[config.mk]
export PLATFORM = sky130hd
export DESIGN_NAME = spi_command_decoder
export DESIGN_NICKNAME = d
export VERILOG_FILES = /design/src/rtl/synth_spi_pkg.sv /design/src/rtl/spi_command_decoder_if.sv /design/src/rtl/spi_sync_edge.sv /design/src/rtl/spi_command_decoder.sv
export SDC_FILE = /design/constraint.sdc
export NUM_CORES = 1
export LEC_CHECK = 0
export BUFFER_PORTS_ARGS = -buffer_cell sky130_fd_sc_hd__buf_2
export CAP_MARGIN = 15
export CORE_UTILIZATION = 45
export CTS_CLUSTER_SIZE = 40
export DETAILED_ROUTE_END_ITERATION = 6
export PLACE_DENSITY = 0.61
export SLEW_MARGIN = 30
export SYNTH_ARGS = -nofsm -noshare
export SYNTH_HDL_FRONTEND = slang
export SYNTH_SLANG_ARGS = --single-unit
[constraint.sdc]
create_clock -name i_clk -period 7.2 [get_ports i_clk]
set_input_delay 1.44 -clock i_clk [delete_from_list [all_inputs] [get_ports i_clk]]
set_output_delay 1.44 -clock i_clk [all_outputs]
set_load 0.005 [all_outputs]
[src/rtl/synth_spi_pkg.sv]
// Shared opcodes, frame lengths and FSM encoding for the SPI command decoder.
// SPI_CHECKSUM_EN adds the CHECK state used for the trailing XOR byte.
package synth_spi_pkg;

    localparam logic [7:0] OP_TUNE     = 8'h10;
    localparam logic [7:0] OP_NOTE_ON  = 8'h20;
    localparam logic [7:0] OP_NOTE_OFF = 8'h21;

    // Total bytes per frame including the opcode, excluding any checksum byte.
    localparam logic [2:0] LEN_TUNE     = 3'd6;
    localparam logic [2:0] LEN_NOTE_ON  = 3'd3;
    localparam logic [2:0] LEN_NOTE_OFF = 3'd2;

    localparam int CSUM_W = 8;

    typedef enum logic [2:0] {
        ST_IDLE    = 3'd0,
        ST_OPCODE  = 3'd1,
        ST_PAYLOAD = 3'd2,
        ST_DISCARD = 3'd3
`ifdef SPI_CHECKSUM_EN
        , ST_CHECK = 3'd4
`endif
    } state_e;

    // Zero marks an opcode the decoder does not recognise.
    function automatic logic [2:0] frame_len(input logic [7:0] opcode);
        case (opcode)
            OP_TUNE:     return LEN_TUNE;
            OP_NOTE_ON:  return LEN_NOTE_ON;
            OP_NOTE_OFF: return LEN_NOTE_OFF;
            default:     return 3'd0;
        endcase
    endfunction

endpackage

[src/rtl/spi_command_decoder_if.sv]
// Raw mode-0 SPI slave pins; the master side drives them, the decoder side samples them.
interface spi_command_decoder_if;
    logic sclk;
    logic cs_n;
    logic mosi;

    modport master (output sclk, cs_n, mosi);
    modport slave  (input  sclk, cs_n, mosi);
endinterface

[src/rtl/spi_sync_edge.sv]
// Two-flop synchronizers for the SPI pins plus sclk-rise and cs_n rise/fall strobes in the clk_i domain.
module spi_sync_edge (
    input  logic                        clk_i,
    input  logic                        reset_i,
    spi_command_decoder_if.slave        bus,
    output logic                        sclk_rise_o,
    output logic                        cs_rise_o,
    output logic                        cs_fall_o,
    output logic                        cs_n_o,
    output logic                        mosi_o
);

    logic [1:0] sclk_sync_q;
    logic [1:0] cs_sync_q;
    logic [1:0] mosi_sync_q;
    logic       sclk_prev_q;
    logic       cs_prev_q;

    // cs_n resets to 0 so a frame already in progress at reset release never looks like
    // a falling edge; a new frame needs a real high-then-low on the pin.
    always_ff @(posedge clk_i) begin
        if (reset_i) begin
            sclk_sync_q <= '0;
            cs_sync_q   <= '0;
            mosi_sync_q <= '0;
            sclk_prev_q <= 1'b0;
            cs_prev_q   <= 1'b0;
        end else begin
            sclk_sync_q <= {sclk_sync_q[0], bus.sclk};
            cs_sync_q   <= {cs_sync_q[0], bus.cs_n};
            mosi_sync_q <= {mosi_sync_q[0], bus.mosi};
            sclk_prev_q <= sclk_sync_q[1];
            cs_prev_q   <= cs_sync_q[1];
        end
    end

    assign sclk_rise_o = sclk_sync_q[1] & ~sclk_prev_q;
    assign cs_rise_o   = cs_sync_q[1] & ~cs_prev_q;
    assign cs_fall_o   = ~cs_sync_q[1] & cs_prev_q;
    assign cs_n_o      = cs_sync_q[1];
    assign mosi_o      = mosi_sync_q[1];

endmodule

[src/rtl/spi_command_decoder.sv]
// Decodes TUNE / NOTE_ON / NOTE_OFF frames from a mode-0 SPI link into registered synth controls.
// Define SPI_CHECKSUM_EN to require a trailing XOR checksum byte on every frame.
module spi_command_decoder
    import synth_spi_pkg::*;
(
    input  logic        i_clk,
    input  logic        i_reset,
    input  logic        i_spi_sclk,
    input  logic        i_spi_cs_n,
    input  logic        i_spi_mosi,
    output logic        o_SPI_flag_dds,
    output logic        o_SPI_flag_adsr,
    output logic [7:0]  o_SPI_voice_index,
    output logic [31:0] o_SPI_tuning_code,
    output logic [6:0]  o_SPI_velocity,
    output logic        o_SPI_note_status,
    output logic        o_frame_error
);

    spi_command_decoder_if sif ();
    assign sif.sclk = i_spi_sclk;
    assign sif.cs_n = i_spi_cs_n;
    assign sif.mosi = i_spi_mosi;

    logic sclk_rise, cs_rise, cs_fall, cs_n_s, mosi_s;

    spi_sync_edge u_sync (
        .clk_i       (i_clk),
        .reset_i     (i_reset),
        .bus         (sif.slave),
        .sclk_rise_o (sclk_rise),
        .cs_rise_o   (cs_rise),
        .cs_fall_o   (cs_fall),
        .cs_n_o      (cs_n_s),
        .mosi_o      (mosi_s)
    );

    state_e      state_q, state_d;
    logic [2:0]  bit_cnt_q, bit_cnt_d;
    logic [2:0]  byte_cnt_q, byte_cnt_d;
    logic [6:0]  shift_q, shift_d;
    logic [7:0]  opcode_q, opcode_d;
    logic [7:0]  voice_q, voice_d;
    logic [31:0] tune_q, tune_d;
    logic [6:0]  vel_q, vel_d;
`ifdef SPI_CHECKSUM_EN
    logic [CSUM_W-1:0] csum_q, csum_d;
`endif

    logic        flag_dds_q, flag_dds_d;
    logic        flag_adsr_q, flag_adsr_d;
    logic        frame_err_q, frame_err_d;
    logic [7:0]  out_voice_q, out_voice_d;
    logic [31:0] out_tune_q, out_tune_d;
    logic [6:0]  out_vel_q, out_vel_d;
    logic        note_q, note_d;

    logic        bit_strobe, byte_done, commit;
    logic [7:0]  rx_byte;

    assign bit_strobe = sclk_rise & ~cs_n_s & (state_q != ST_IDLE);
    assign byte_done  = bit_strobe & (bit_cnt_q == 3'd7);
    // The final bit is taken straight from the synchronizer so a completing byte commits on this edge.
    assign rx_byte    = {shift_q, mosi_s};

    // NOTE: every signal assigned here gets a default first, so no path can infer a latch.
    always_comb begin
        state_d     = state_q;
        bit_cnt_d   = bit_cnt_q;
        byte_cnt_d  = byte_cnt_q;
        shift_d     = shift_q;
        opcode_d    = opcode_q;
        voice_d     = voice_q;
        tune_d      = tune_q;
        vel_d       = vel_q;
`ifdef SPI_CHECKSUM_EN
        csum_d      = csum_q;
`endif
        flag_dds_d  = 1'b0;
        flag_adsr_d = 1'b0;
        frame_err_d = 1'b0;
        out_voice_d = out_voice_q;
        out_tune_d  = out_tune_q;
        out_vel_d   = out_vel_q;
        note_d      = note_q;
        commit      = 1'b0;

        if (bit_strobe) begin
            shift_d   = rx_byte[6:0];
            bit_cnt_d = bit_cnt_q + 3'd1;
        end
        if (byte_done) begin
            byte_cnt_d = byte_cnt_q + 3'd1;
        end

        case (state_q)
            ST_IDLE: begin
                if (cs_fall) begin
                    state_d    = ST_OPCODE;
                    bit_cnt_d  = 3'd0;
                    byte_cnt_d = 3'd0;
                    shift_d    = '0;
                end
            end
            ST_OPCODE: begin
                if (byte_done) begin
                    if (frame_len(rx_byte) != 3'd0) begin
                        opcode_d = rx_byte;
                        state_d  = ST_PAYLOAD;
`ifdef SPI_CHECKSUM_EN
                        csum_d   = rx_byte;
`endif
                    end else begin
                        frame_err_d = 1'b1;
                        state_d     = ST_DISCARD;
                    end
                end
            end
            ST_PAYLOAD: begin
                if (byte_done) begin
                    if (byte_cnt_q == 3'd1) begin
                        voice_d = rx_byte;
                    end else if (opcode_q == OP_TUNE) begin
                        tune_d = {tune_q[23:0], rx_byte};
                    end else begin
                        vel_d = rx_byte[6:0];
                    end
`ifdef SPI_CHECKSUM_EN
                    csum_d = csum_q ^ rx_byte;
`endif
                    if (byte_cnt_q == frame_len(opcode_q) - 3'd1) begin
`ifdef SPI_CHECKSUM_EN
                        state_d = ST_CHECK;
`else
                        commit  = 1'b1;
                        state_d = ST_DISCARD;
`endif
                    end
                end
            end
`ifdef SPI_CHECKSUM_EN
            ST_CHECK: begin
                if (byte_done) begin
                    if (rx_byte == csum_q) begin
                        commit = 1'b1;
                    end else begin
                        frame_err_d = 1'b1;
                    end
                    state_d = ST_DISCARD;
                end
            end
`endif
            default: ;
        endcase

        // A select that ends before any bit arrived is harmless; anything later is an abort.
        if (cs_rise && (state_q != ST_IDLE)) begin
            state_d     = ST_IDLE;
            commit      = 1'b0;
            frame_err_d = (state_q == ST_PAYLOAD)
`ifdef SPI_CHECKSUM_EN
                        || (state_q == ST_CHECK)
`endif
                        || ((state_q == ST_OPCODE) && (bit_cnt_q != 3'd0));
        end

        if (commit) begin
            out_voice_d = voice_d;
            case (opcode_q)
                OP_TUNE: begin
                    out_tune_d = tune_d;
                    flag_dds_d = 1'b1;
                end
                OP_NOTE_ON: begin
                    out_vel_d   = vel_d;
                    note_d      = 1'b1;
                    flag_adsr_d = 1'b1;
                end
                OP_NOTE_OFF: begin
                    note_d      = 1'b0;
                    flag_adsr_d = 1'b1;
                end
                default: ;
            endcase
        end
    end

    // NOTE: state registers use non-blocking assignments so every flop samples pre-edge values.
    always_ff @(posedge i_clk) begin
        if (i_reset) begin
            state_q     <= ST_IDLE;
            bit_cnt_q   <= '0;
            byte_cnt_q  <= '0;
            shift_q     <= '0;
            opcode_q    <= '0;
            voice_q     <= '0;
            tune_q      <= '0;
            vel_q       <= '0;
`ifdef SPI_CHECKSUM_EN
            csum_q      <= '0;
`endif
            flag_dds_q  <= 1'b0;
            flag_adsr_q <= 1'b0;
            frame_err_q <= 1'b0;
            out_voice_q <= '0;
            out_tune_q  <= '0;
            out_vel_q   <= '0;
            note_q      <= 1'b0;
        end else begin
            state_q     <= state_d;
            bit_cnt_q   <= bit_cnt_d;
            byte_cnt_q  <= byte_cnt_d;
            shift_q     <= shift_d;
            opcode_q    <= opcode_d;
            voice_q     <= voice_d;
            tune_q      <= tune_d;
            vel_q       <= vel_d;
`ifdef SPI_CHECKSUM_EN
            csum_q      <= csum_d;
`endif
            flag_dds_q  <= flag_dds_d;
            flag_adsr_q <= flag_adsr_d;
            frame_err_q <= frame_err_d;
            out_voice_q <= out_voice_d;
            out_tune_q  <= out_tune_d;
            out_vel_q   <= out_vel_d;
            note_q      <= note_d;
        end
    end

    assign o_SPI_flag_dds    = flag_dds_q;
    assign o_SPI_flag_adsr   = flag_adsr_q;
    assign o_frame_error     = frame_err_q;
    assign o_SPI_voice_index = out_voice_q;
    assign o_SPI_tuning_code = out_tune_q;
    assign o_SPI_velocity    = out_vel_q;
    assign o_SPI_note_status = note_q;

endmodule

==> impl_metrics.tcl, run 1 <==
set metrics [dict create \
    status "finished clean" \
    first_iter_violations 225 \
    final_area_sq_mm 0.006487 \
    die_w_um 113.6 \
    cts_resized 0 \
    clock_path_buffers 2 \
    r2r_cells 7 \
    synth-warning-count 0 \
    ios 56 \
    clock-sinks 129 \
    wl_mm 11.49 \
    finalHoldViolations 0 \
    p_per_area_mw_per_mm2 243.3 \
    crit_path_end_kind "flip-flop" \
    place_area_sq_mm 0.005936 \
    grt_max_degree 77 \
    wl_per_cell_um 14.98 \
    reg2reg_slack_ns 4.04 \
    post_cts_buffers 0 \
    io_buffer_count 55 \
    tightest_slew_ns 0.8268 \
    grt.overflow.total 0 \
    ys_top_cells_by_area "dfxtp_1 (46%), mux2_2 (9.6%), nor2b_1 (6.6%)" \
    cts_tree "built" \
    cts_root_buffer "clkbuf_16" \
    insertion_delay_ns 0.41 \
    grt_usage 0.1916 \
    synth_seq_cells 129 \
    synth_fp_nets 560 \
    final_max_slew_viol_count 0 \
    antenna_found_initial 0 \
    place_congestion 0.7388 \
    syn_area_sq_mm 0.005608 \
    crit_fanout 32 \
    dp_hpwl_mm 7.321 \
    synth-seq-area-share 0.4605 \
    synth_ff_type "dfxtp_1" \
    grt_pass1_wl_mm 19.08 \
    fp.dieArea_sq_mm 0.01291 \
    fin_nets 601 \
    antenna-diode-count 0 \
    fin_crit_ns 3.160 \
    min_path_type "flip-flop to flip-flop" \
    fin_crit_sh 0.4390 \
    ys_types 54 \
    syn_avg_cell_area_sq_um 10.27 \
    synth.largest_area_cell "dfxtp_1" \
    first_pass_iters 4 \
    worstSetupStartpointType "flip-flop" \
    fmax_ghz 0.3164 \
    finClkSkew_ns 0.005910 \
    die-height_um 113.6 \
    worstReg2RegStart "state_q[1]" \
    vdd_drop_max_mv 0.1246 \
    synth-async-reset-ratio 0 \
    viasPerCell 5.185 \
    yosysTopAreaCellShare 0.4605 \
    clk_pin_slew_ns 0.05 \
    criticalPathCategory "flip-flop to flip-flop" \
    worstPathRequired_ns 7.50 \
    grt_pass1_vias 3717 \
    setup_viol 0 \
    ctsHoldBuffers 0 \
    leakagePower_nw 2.665 \
    core_area_sq_mm 0.01206 \
    startpoint "state_q[1]" \
    fill_cells 1100 \
    arrival_ns 3.46 \
    rows 40 \
    vias 3977 \
    htreeDepth 4 \
    synth_edf_count 0 \
    area_growth_syn_to_layout_pct 15.68 \
    endpoint "o_SPI_tuning_code[1]" \
    cts_buffers 17 \
    drive_gt1_frac 0.3456 \
    syn_inst 546 \
    rsz0062_at_grt "no" \
    timing.rr.end "o_SPI_tuning_code[1]" \
    tns_ns 0 \
    start_util 0.4649 \
    ant_nets 0 \
    hold_ws_ns 0.4378 \
    drc 0 \
    max-slew-margin-rel 0.4488 \
    cap_violations 0 \
]
-- critical path: stages (launching register included) --
cell,delay [ns]
dfxtp_1,0.38
inv_1,0.08
ha_1,0.24
or4b_1,0.81
or4_4,0.86
o21ai_0,0.25
a21oi_1,0.12
mux2_2,0.31
-- routing by layer --
metal  GRT usage  vias to the layer above  share of wire
met5           0                        -              0
met2      0.2756                       70           0.43
met1      0.2690                     1899           0.51
met4     0.09474                        0          0.016
met3     0.04410                       15          0.038
li1            -                     1993              -
-- through the flow --
stage | std cells | utilization | total power, mW | setup WS [ns]
finish | 767 | 0.5379 | 1.578 | 4.040
global route | 767 | 0.5379 | 1.632 | 3.891
CTS | 767 | 0.5379 | 1.593 | 4.037
detailed placement | 736 | 0.4921 | 0.7964 | 3.982
global placement | 736 | 0.4919 | 0.7954 | 4.050
floorplan | 546 | - | 0.7845 | 4.689
-- synthesized netlist by cell type, types with 2 or more instances --
library cell / number
nor2b_1: 59
buf_2: 15
dfxtp_1: 129
a21boi_1: 7
o21ai_2: 31
nand2b_1: 5
a21oi_2: 30
a211o_1: 2
a21oi_1: 15
ha_1: 9
mux2_2: 48
mux2i_1: 12
nand3_1: 35
nor3_1: 3
o21ba_1: 7
a31oi_1: 2
nand4_1: 2
xnor2_1: 2
o21ai_0: 6
clkbuf_1: 16
or4_1: 2
and3_1: 9
and2_1: 5
nand2_1: 25
nor2_1: 25
o211ai_1: 4
nor4b_1: 2
buf_6: 6
inv_1: 8
-- state kept, by name (all words and copies together) (netlist names), 7 cells and up --
name	flops
o_SPI_voice_index	8
opcode_q	8
o_SPI_velocity	7
voice_q	8
shift_q	7
o_SPI_tuning_code	32
vel_q	7
tune_q	32
-- cell usage in the layout (no fill, tap or decap), types with 3 or more instances in the layout --
cell type / instances
nand2b_1: 5
clkinv_2: 3
buf_2: 54
a21oi_2: 30
o21ba_1: 7
o21ai_2: 31
and3_1: 9
clkbuf_1: 5
a21oi_1: 15
dfxtp_1: 129
o211ai_1: 4
buf_4: 6
nand3_1: 35
nor2_1: 25
mux2_2: 48
inv_1: 8
and2_1: 5
ha_1: 9
nand2_1: 25
clkbuf_8: 4
nor3_1: 3
mux2i_1: 12
nor2b_1: 59
o21ai_0: 6
clkbuf_16: 17
a21boi_1: 7
-- cell type report --
class,instances,area (sq um),area share
Multi-Input combinational cell,371,2798,0.4312
Sequential cell,129,2582,0.3981
Clock buffer,26,499.2,0.07695
Timing Repair Buffer,60,315.3,0.04860
Tap cell,168,210.2,0.03240
Clock inverter,5,52.55,0.008100
Inverter,8,30.03,0.004629
-- logic make-up (layout without fill, tap and decap cells) --
| group | Yosys count | count (layout) | share of synthesized area |
|---|---|---|---|
| AND/OR/NAND/NOR | 185 | 185 | 0.1863 |
| buffers and inverters | 46 | 99 | 0.04284 |
| AO/OA/AOI/OAI | 113 | 113 | 0.1649 |
| multiplexers | 60 | 60 | 0.1178 |
| flip-flops | 129 | 129 | 0.4605 |
| adder cells (fa/ha/maj) | 9 | 9 | 0.02008 |
| XOR/XNOR | 4 | 4 | 0.007588 |
-- where the power goes --
part	switching [mW]	internal [mW]	total, mW
logic	0.0378	0.0202	0.0579
registers	0.00416	0.720	0.724
clock network	0.290	0.507	0.797
total	0.331	1.25	1.58
-- how the worst min path moves through the flow --
stage	startpoint	endpoint	cells after the start
after detailed placement	u_sync.mosi_sync_q[0]	u_sync.mosi_sync_q[1]	1
final	u_sync.sclk_sync_q[0]	u_sync.sclk_sync_q[1]	1
after floorplan	u_sync.cs_sync_q[0]	u_sync.cs_sync_q[1]	1
after CTS	u_sync.sclk_sync_q[0]	u_sync.sclk_sync_q[1]	1
after global placement	u_sync.cs_sync_q[0]	u_sync.cs_sync_q[1]	1
after global routing	u_sync.mosi_sync_q[0]	u_sync.mosi_sync_q[1]	1
No activity file was read; power rests on OpenSTA's default activity.
==> run 2, diff against run 1 <==
- ABC_AREA: not set -> 1
- PLACE_DENSITY: 0.61 -> 0.62
- clock period: 7.2 -> 3.1 ns (I/O delays scaled with it)
==> impl_metrics.tcl, run 2 <==
set metrics [dict create \
    synth_fp_nets 791 \
    vdd_drop_max_mv 0.3456 \
    cts_buffers 17 \
    cts_resized 0 \
    start_util 0.4695 \
    post-route-util 0.5515 \
    ant_nets 0 \
    first_iter_violations 227 \
    setup_viol 0 \
    first_pass_iters 6 \
    endpoint "o_SPI_voice_index[3]" \
    grt_usage 0.2035 \
    cap_violations 0 \
    grt_max_degree 60 \
    synth-warning-count 0 \
    power.total_mw 3.825 \
    synth_edf_count 0 \
    core_area_sq_mm 0.01161 \
    min_path_type "primary input to flip-flop" \
    ys_top_cells_by_area "dfxtp_1 (47%), inv_1 (10%), nand2_1 (10%)" \
    worstPathRequired_ns 3.41 \
    worstSetupStartpointType "flip-flop" \
    fmax_ghz 0.3853 \
    finClkSkew_ns 0.005252 \
    path_common_cell "nand2_1" \
    fin_crit_ns 2.595 \
    drc 4 \
    fin_crit_sh 0.8371 \
    p_per_area_mw_per_mm2 597.3 \
    htreeDepth 4 \
    critPathSlowestCell "buf_4" \
    clk_pin_slew_ns 0.05 \
    arrival_ns 2.90 \
    synth_seq_cells 129 \
    finalHoldViolations 0 \
    grt_pass1_wl_mm 20.23 \
    grt.overflow.total 0 \
    syn_area_sq_mm 0.005453 \
    tns_ns 0 \
    syn_inst 777 \
    clock_path_buffers 2 \
    crit_fanout 44 \
    wl_per_cell_um 12.02 \
    reg2reg_slack_ns 0.50 \
    post_cts_buffers 0 \
    leakagePower_nw 3.160 \
    timing.rr.end "o_SPI_voice_index[3]" \
    fin_cells 979 \
    final_max_slew_viol_count 0 \
    area_growth_syn_to_layout_pct 17.46 \
    synth_common_cells "inv_1 (152), nand2_1 (152), nor2_1 (140)" \
    die_w_um 112.1 \
    die-height_um 112.1 \
    fin_nets 837 \
    rows 39 \
    max_stage_delay_ns 0.43 \
    worstReg2RegStart "state_q[0]" \
    synth.largest_area_cell "dfxtp_1" \
    synth_ff_type "dfxtp_1" \
    grt_pass1_vias 4483 \
    rsz0062_at_grt "no" \
    syn_avg_cell_area_sq_um 7.018 \
    clock-sinks 129 \
    viasPerCell 4.811 \
    criticalPathCategory "flip-flop to flip-flop" \
    r2r_cells 11 \
    dp_hpwl_mm 7.810 \
    antenna-diode-count 0 \
    antenna_found_initial 0 \
    drive_gt1_frac 0.1328 \
    dp_cells 947 \
    final_area_sq_mm 0.006405 \
    ys_types 30 \
    final_cell_mix "inv_1 (152), nand2_1 (152), nor2_1 (140)" \
    ios 56 \
    crit_chain "inv_1 -> ha_1 -> nor2_2 -> nand3_4 -> nor2_8 -> buf_4 -> nand3_2 -> o21ai_0 -> nand2_1 -> nand2_1 -> nor2_1" \
    violations "design-rule violations" \
    io_buffer_count 55 \
    synth-seq-area-share 0.4736 \
    insertion_delay_ns 0.42 \
    place_area_sq_mm 0.005804 \
    max-slew-margin-rel 0.5154 \
    fill_cells 1124 \
    cts_tree "built" \
    status "complete, but fails checks" \
    synth-async-reset-ratio 0 \
    crit_path_end_kind "flip-flop" \
    tightest_slew_ns 0.7192 \
    startpoint "state_q[0]" \
    vias 4710 \
    place_congestion 0.7822 \
    yosysTopAreaCellShare 0.4736 \
    ctsHoldBuffers 0 \
    cts_root_buffer "clkbuf_16" \
    wl_mm 11.77 \
    fp.dieArea_sq_mm 0.01256 \
]
==> run 2: cell families after synthesis <==
| kind of cell | after synthesis | synth area share |
|---|---|---|
| fa+ha+maj | 9 | 0.02065 |
| compound gates | 81 | 0.07802 |
| flops | 129 | 0.4736 |
| simple gates | 363 | 0.2868 |
| xor+xnor | 1 | 0.001607 |
| buf+inv | 194 | 0.1393 |
==> run 2: area by class of cell <==
| class | instances | area [sq um] | area share |
|---|---|---|---|
| sequential | 129 | 2582 | 0.4032 |
| multi-input combinational | 454 | 2111 | 0.3296 |
| inverter | 157 | 589.3 | 0.09201 |
| clock buffer | 29 | 560.5 | 0.08752 |
| timing repair buffer | 64 | 342.8 | 0.05353 |
| tap | 143 | 178.9 | 0.02794 |
| clock inverter | 3 | 40.04 | 0.006251 |
==> run 2: how the worst min path moves through the flow <==
stage | startpoint | endpoint | slack [ns] | cells past startpoint
5_1_grt | i_spi_mosi | u_sync.mosi_sync_q[0] | 0.42 | 3
3_3_place_gp | u_sync.sclk_sync_q[0] | u_sync.sclk_sync_q[1] | 0.40 | 2
3_5_place_dp | u_sync.sclk_sync_q[0] | u_sync.sclk_sync_q[1] | 0.40 | 2
2_1_floorplan | u_sync.cs_sync_q[0] | u_sync.cs_sync_q[1] | 0.39 | 2
6_report | i_spi_mosi | u_sync.mosi_sync_q[0] | 0.41 | 3
4_1_cts | i_spi_mosi | u_sync.mosi_sync_q[0] | 0.39 | 3
==> run 2: per-stage QoR <==
| step | hold slack, ns | setup WS (ns) |
|---|---|---|
| 2_1_floorplan | 0.3883 | 1.212 |
| 3_3_place_gp | 0.3985 | 0.6597 |
| 3_5_place_dp | 0.3988 | 0.5706 |
| 4_1_cts | 0.3944 | 0.5244 |
| 5_1_grt | 0.4187 | 0.2080 |
| 6_report | 0.4059 | 0.5049 |
==> run 2: report_power, final <==
part           internal [mW]  leakage (nW)  switching (mW)  total, mW
logic                 0.0514          1.82           0.114      0.165
registers               1.68          1.04          0.0200       1.70
clock network           1.29         0.300           0.669       1.96
==> run 2: worst max-delay path: cells and delay by family, from the launching register on <==
kind / cells / cell delay [ns]
adders and majority gates: 1 / 0.26
buffers and inverters: 2 / 0.52
and+or+nand+nor: 7 / 1.02
DFF: 1 / 0.35
AOI/OAI and AO/OA: 1 / 0.34
==> run 2: layer usage <==
metal / vias up / GRT usage / part of all wire
li1: 2457 / - / -
met1: 2153 / 0.2434 / 0.46
met2: 81 / 0.3470 / 0.48
met3: 19 / 0.05454 / 0.037
met4: 0 / 0.08356 / 0.017
met5: - / 0 / 0
==> run 3, diff against run 2 <==
- clock period: 3.1 -> 2.72 ns (I/O delays scaled with it)
==> impl_metrics.tcl, run 3 (synthesized netlist as in run 2, its figures left out) <==
set metrics [dict create \
    status "complete, but fails checks" \
    violations "design-rule violations" \
    cts_resized 0 \
    post-route-util 0.5542 \
    core_area_sq_mm 0.01161 \
    crit_fanout 64 \
    area_growth_syn_to_layout_pct 18.04 \
    post-place-ws_ns 0.3529 \
    min_to "u_sync.mosi_sync_q[0]" \
    clk_pin_slew_ns 0.06 \
    timing.rr.end "o_SPI_tuning_code[15]" \
    cts_tree "built" \
    finalHoldViolations 0 \
    tightest_slew_ns 0.6417 \
    p_int_mw 3.505 \
    clock_path_buffers 2 \
    crit_path_end_kind "flip-flop" \
    arrival_ns 2.73 \
    place_congestion 0.7821 \
    p_switching_mw 0.9617 \
    finClkSkew_ns 0.009907 \
    rows 39 \
    cts_buffers 17 \
    p_clk_frac 0.525 \
    clock-sinks 129 \
    vdd_drop_max_mv 0.2965 \
    p_per_area_mw_per_mm2 694.0 \
    cap_violations 0 \
    combPwrFrac 0.042 \
    max-slew-margin-rel 0.5722 \
    htreeDepth 4 \
    power.total_mw 4.466 \
    grt_pass1_wl_mm 20.30 \
    insertion_delay_ns 0.42 \
    fill_cells 1163 \
    fin_crit_ns 2.410 \
    post_cts_buffers 0 \
    fin_nets 839 \
    seqPwrFrac 0.433 \
    final_max_slew_viol_count 0 \
    swShare 0.2153 \
    antenna_found_initial 0 \
    dp_hpwl_mm 7.743 \
    cts_root_buffer "clkbuf_16" \
    die-height_um 112.1 \
    first_iter_violations 237 \
    first_pass_iters 6 \
    grt_usage 0.2028 \
    rsz0062_at_grt "no" \
    io_buffer_count 55 \
    worstSetupStartpointType "flip-flop" \
    ant_nets 0 \
    wl_per_cell_um 11.98 \
    wl_mm 11.75 \
    fmax_ghz 0.4149 \
    ios 56 \
    worstReg2RegStart "state_q[0]" \
    die_w_um 112.1 \
    reg2reg_slack_ns 0.31 \
    setup_ws_ns 0.3099 \
    final_cell_mix "inv_1 (152), nand2_1 (152), nor2_1 (140)" \
    criticalPathCategory "flip-flop to flip-flop" \
    viasPerCell 4.729 \
    min_from "i_spi_mosi" \
    setup_viol 0 \
    r2r_cells 11 \
    fin_crit_sh 0.8861 \
    tns_ns 0 \
    min_path_type "primary input to flip-flop" \
    worstPathRequired_ns 3.04 \
    grt_max_degree 65 \
    fp.dieArea_sq_mm 0.01256 \
    drc 4 \
    vias 4639 \
    holdPathStages 3 \
    antenna-diode-count 0 \
    ctsHoldBuffers 0 \
    grt_pass1_vias 4500 \
    drive_gt1_frac 0.1360 \
    grt.overflow.total 0 \
    leakagePower_nw 3.169 \
    start_util 0.4695 \
]
run 3: metal layers:
layer  vias to the layer above  wire, um  track usage
met3                        18       331      0.04266
met4                         0       224       0.1013
met2                        66      5765       0.3586
met1                      2094      5429       0.2321
li1                       2461         -            -
met5                         -         0            0
run 3: cell type report:
class	instances	area (sq um)	share of cell area
Clock inverter	9	128.9	0.02002
Sequential cell	129	2582	0.4012
Timing Repair Buffer	66	357.8	0.05560
Clock buffer	23	488.0	0.07582
Inverter	157	589.3	0.09156
Multi-Input combinational cell	454	2111	0.3280
Tap cell	143	178.9	0.02780
run 3: power groups by stage:
stage	Sequential [mW]	Combinational, mW	Clock (mW)
6_report	1.93	0.188	2.34
5_1_grt	1.94	0.213	2.47
4_1_cts	1.93	0.189	2.38
3_5_place_dp	1.97	0.187	0
3_3_place_gp	1.97	0.178	0
2_1_floorplan	1.96	0.145	0
run 3: how the worst max path moves through the flow:
stage                     from                     to  slack, ns
floorplan           state_q[0]  o_SPI_tuning_code[10]       0.83
global placement    state_q[0]  o_SPI_tuning_code[30]       0.45
detailed placement  state_q[0]  o_SPI_tuning_code[10]       0.35
CTS                 state_q[0]  o_SPI_tuning_code[15]       0.31
global route        state_q[0]  o_SPI_tuning_code[15]       0.06
finish              state_q[0]  o_SPI_tuning_code[15]       0.31
run 3: through the flow:
stage	area (sq um)	hold slack, ns	std cells
after floorplan	5453	0.3883	777
after global placement	5819	0.4003	949
after detailed placement	5819	0.3983	949
after CTS	6436	0.3268	981
after global routing	6436	0.3533	981
final	6436	0.3421	981
run 3: worst max-delay path, cell delays in order (launching register included):
cell and delay (ns):
dfxtp_1 0.37, inv_1 0.10, ha_1 0.26, nor2_2 0.16, nand3_4 0.15, nor2_8 0.31
nand3_2 0.09, buf_4 0.33, a21oi_1 0.30, nand4_1 0.13, nand2_1 0.08, nor2_1 0.04
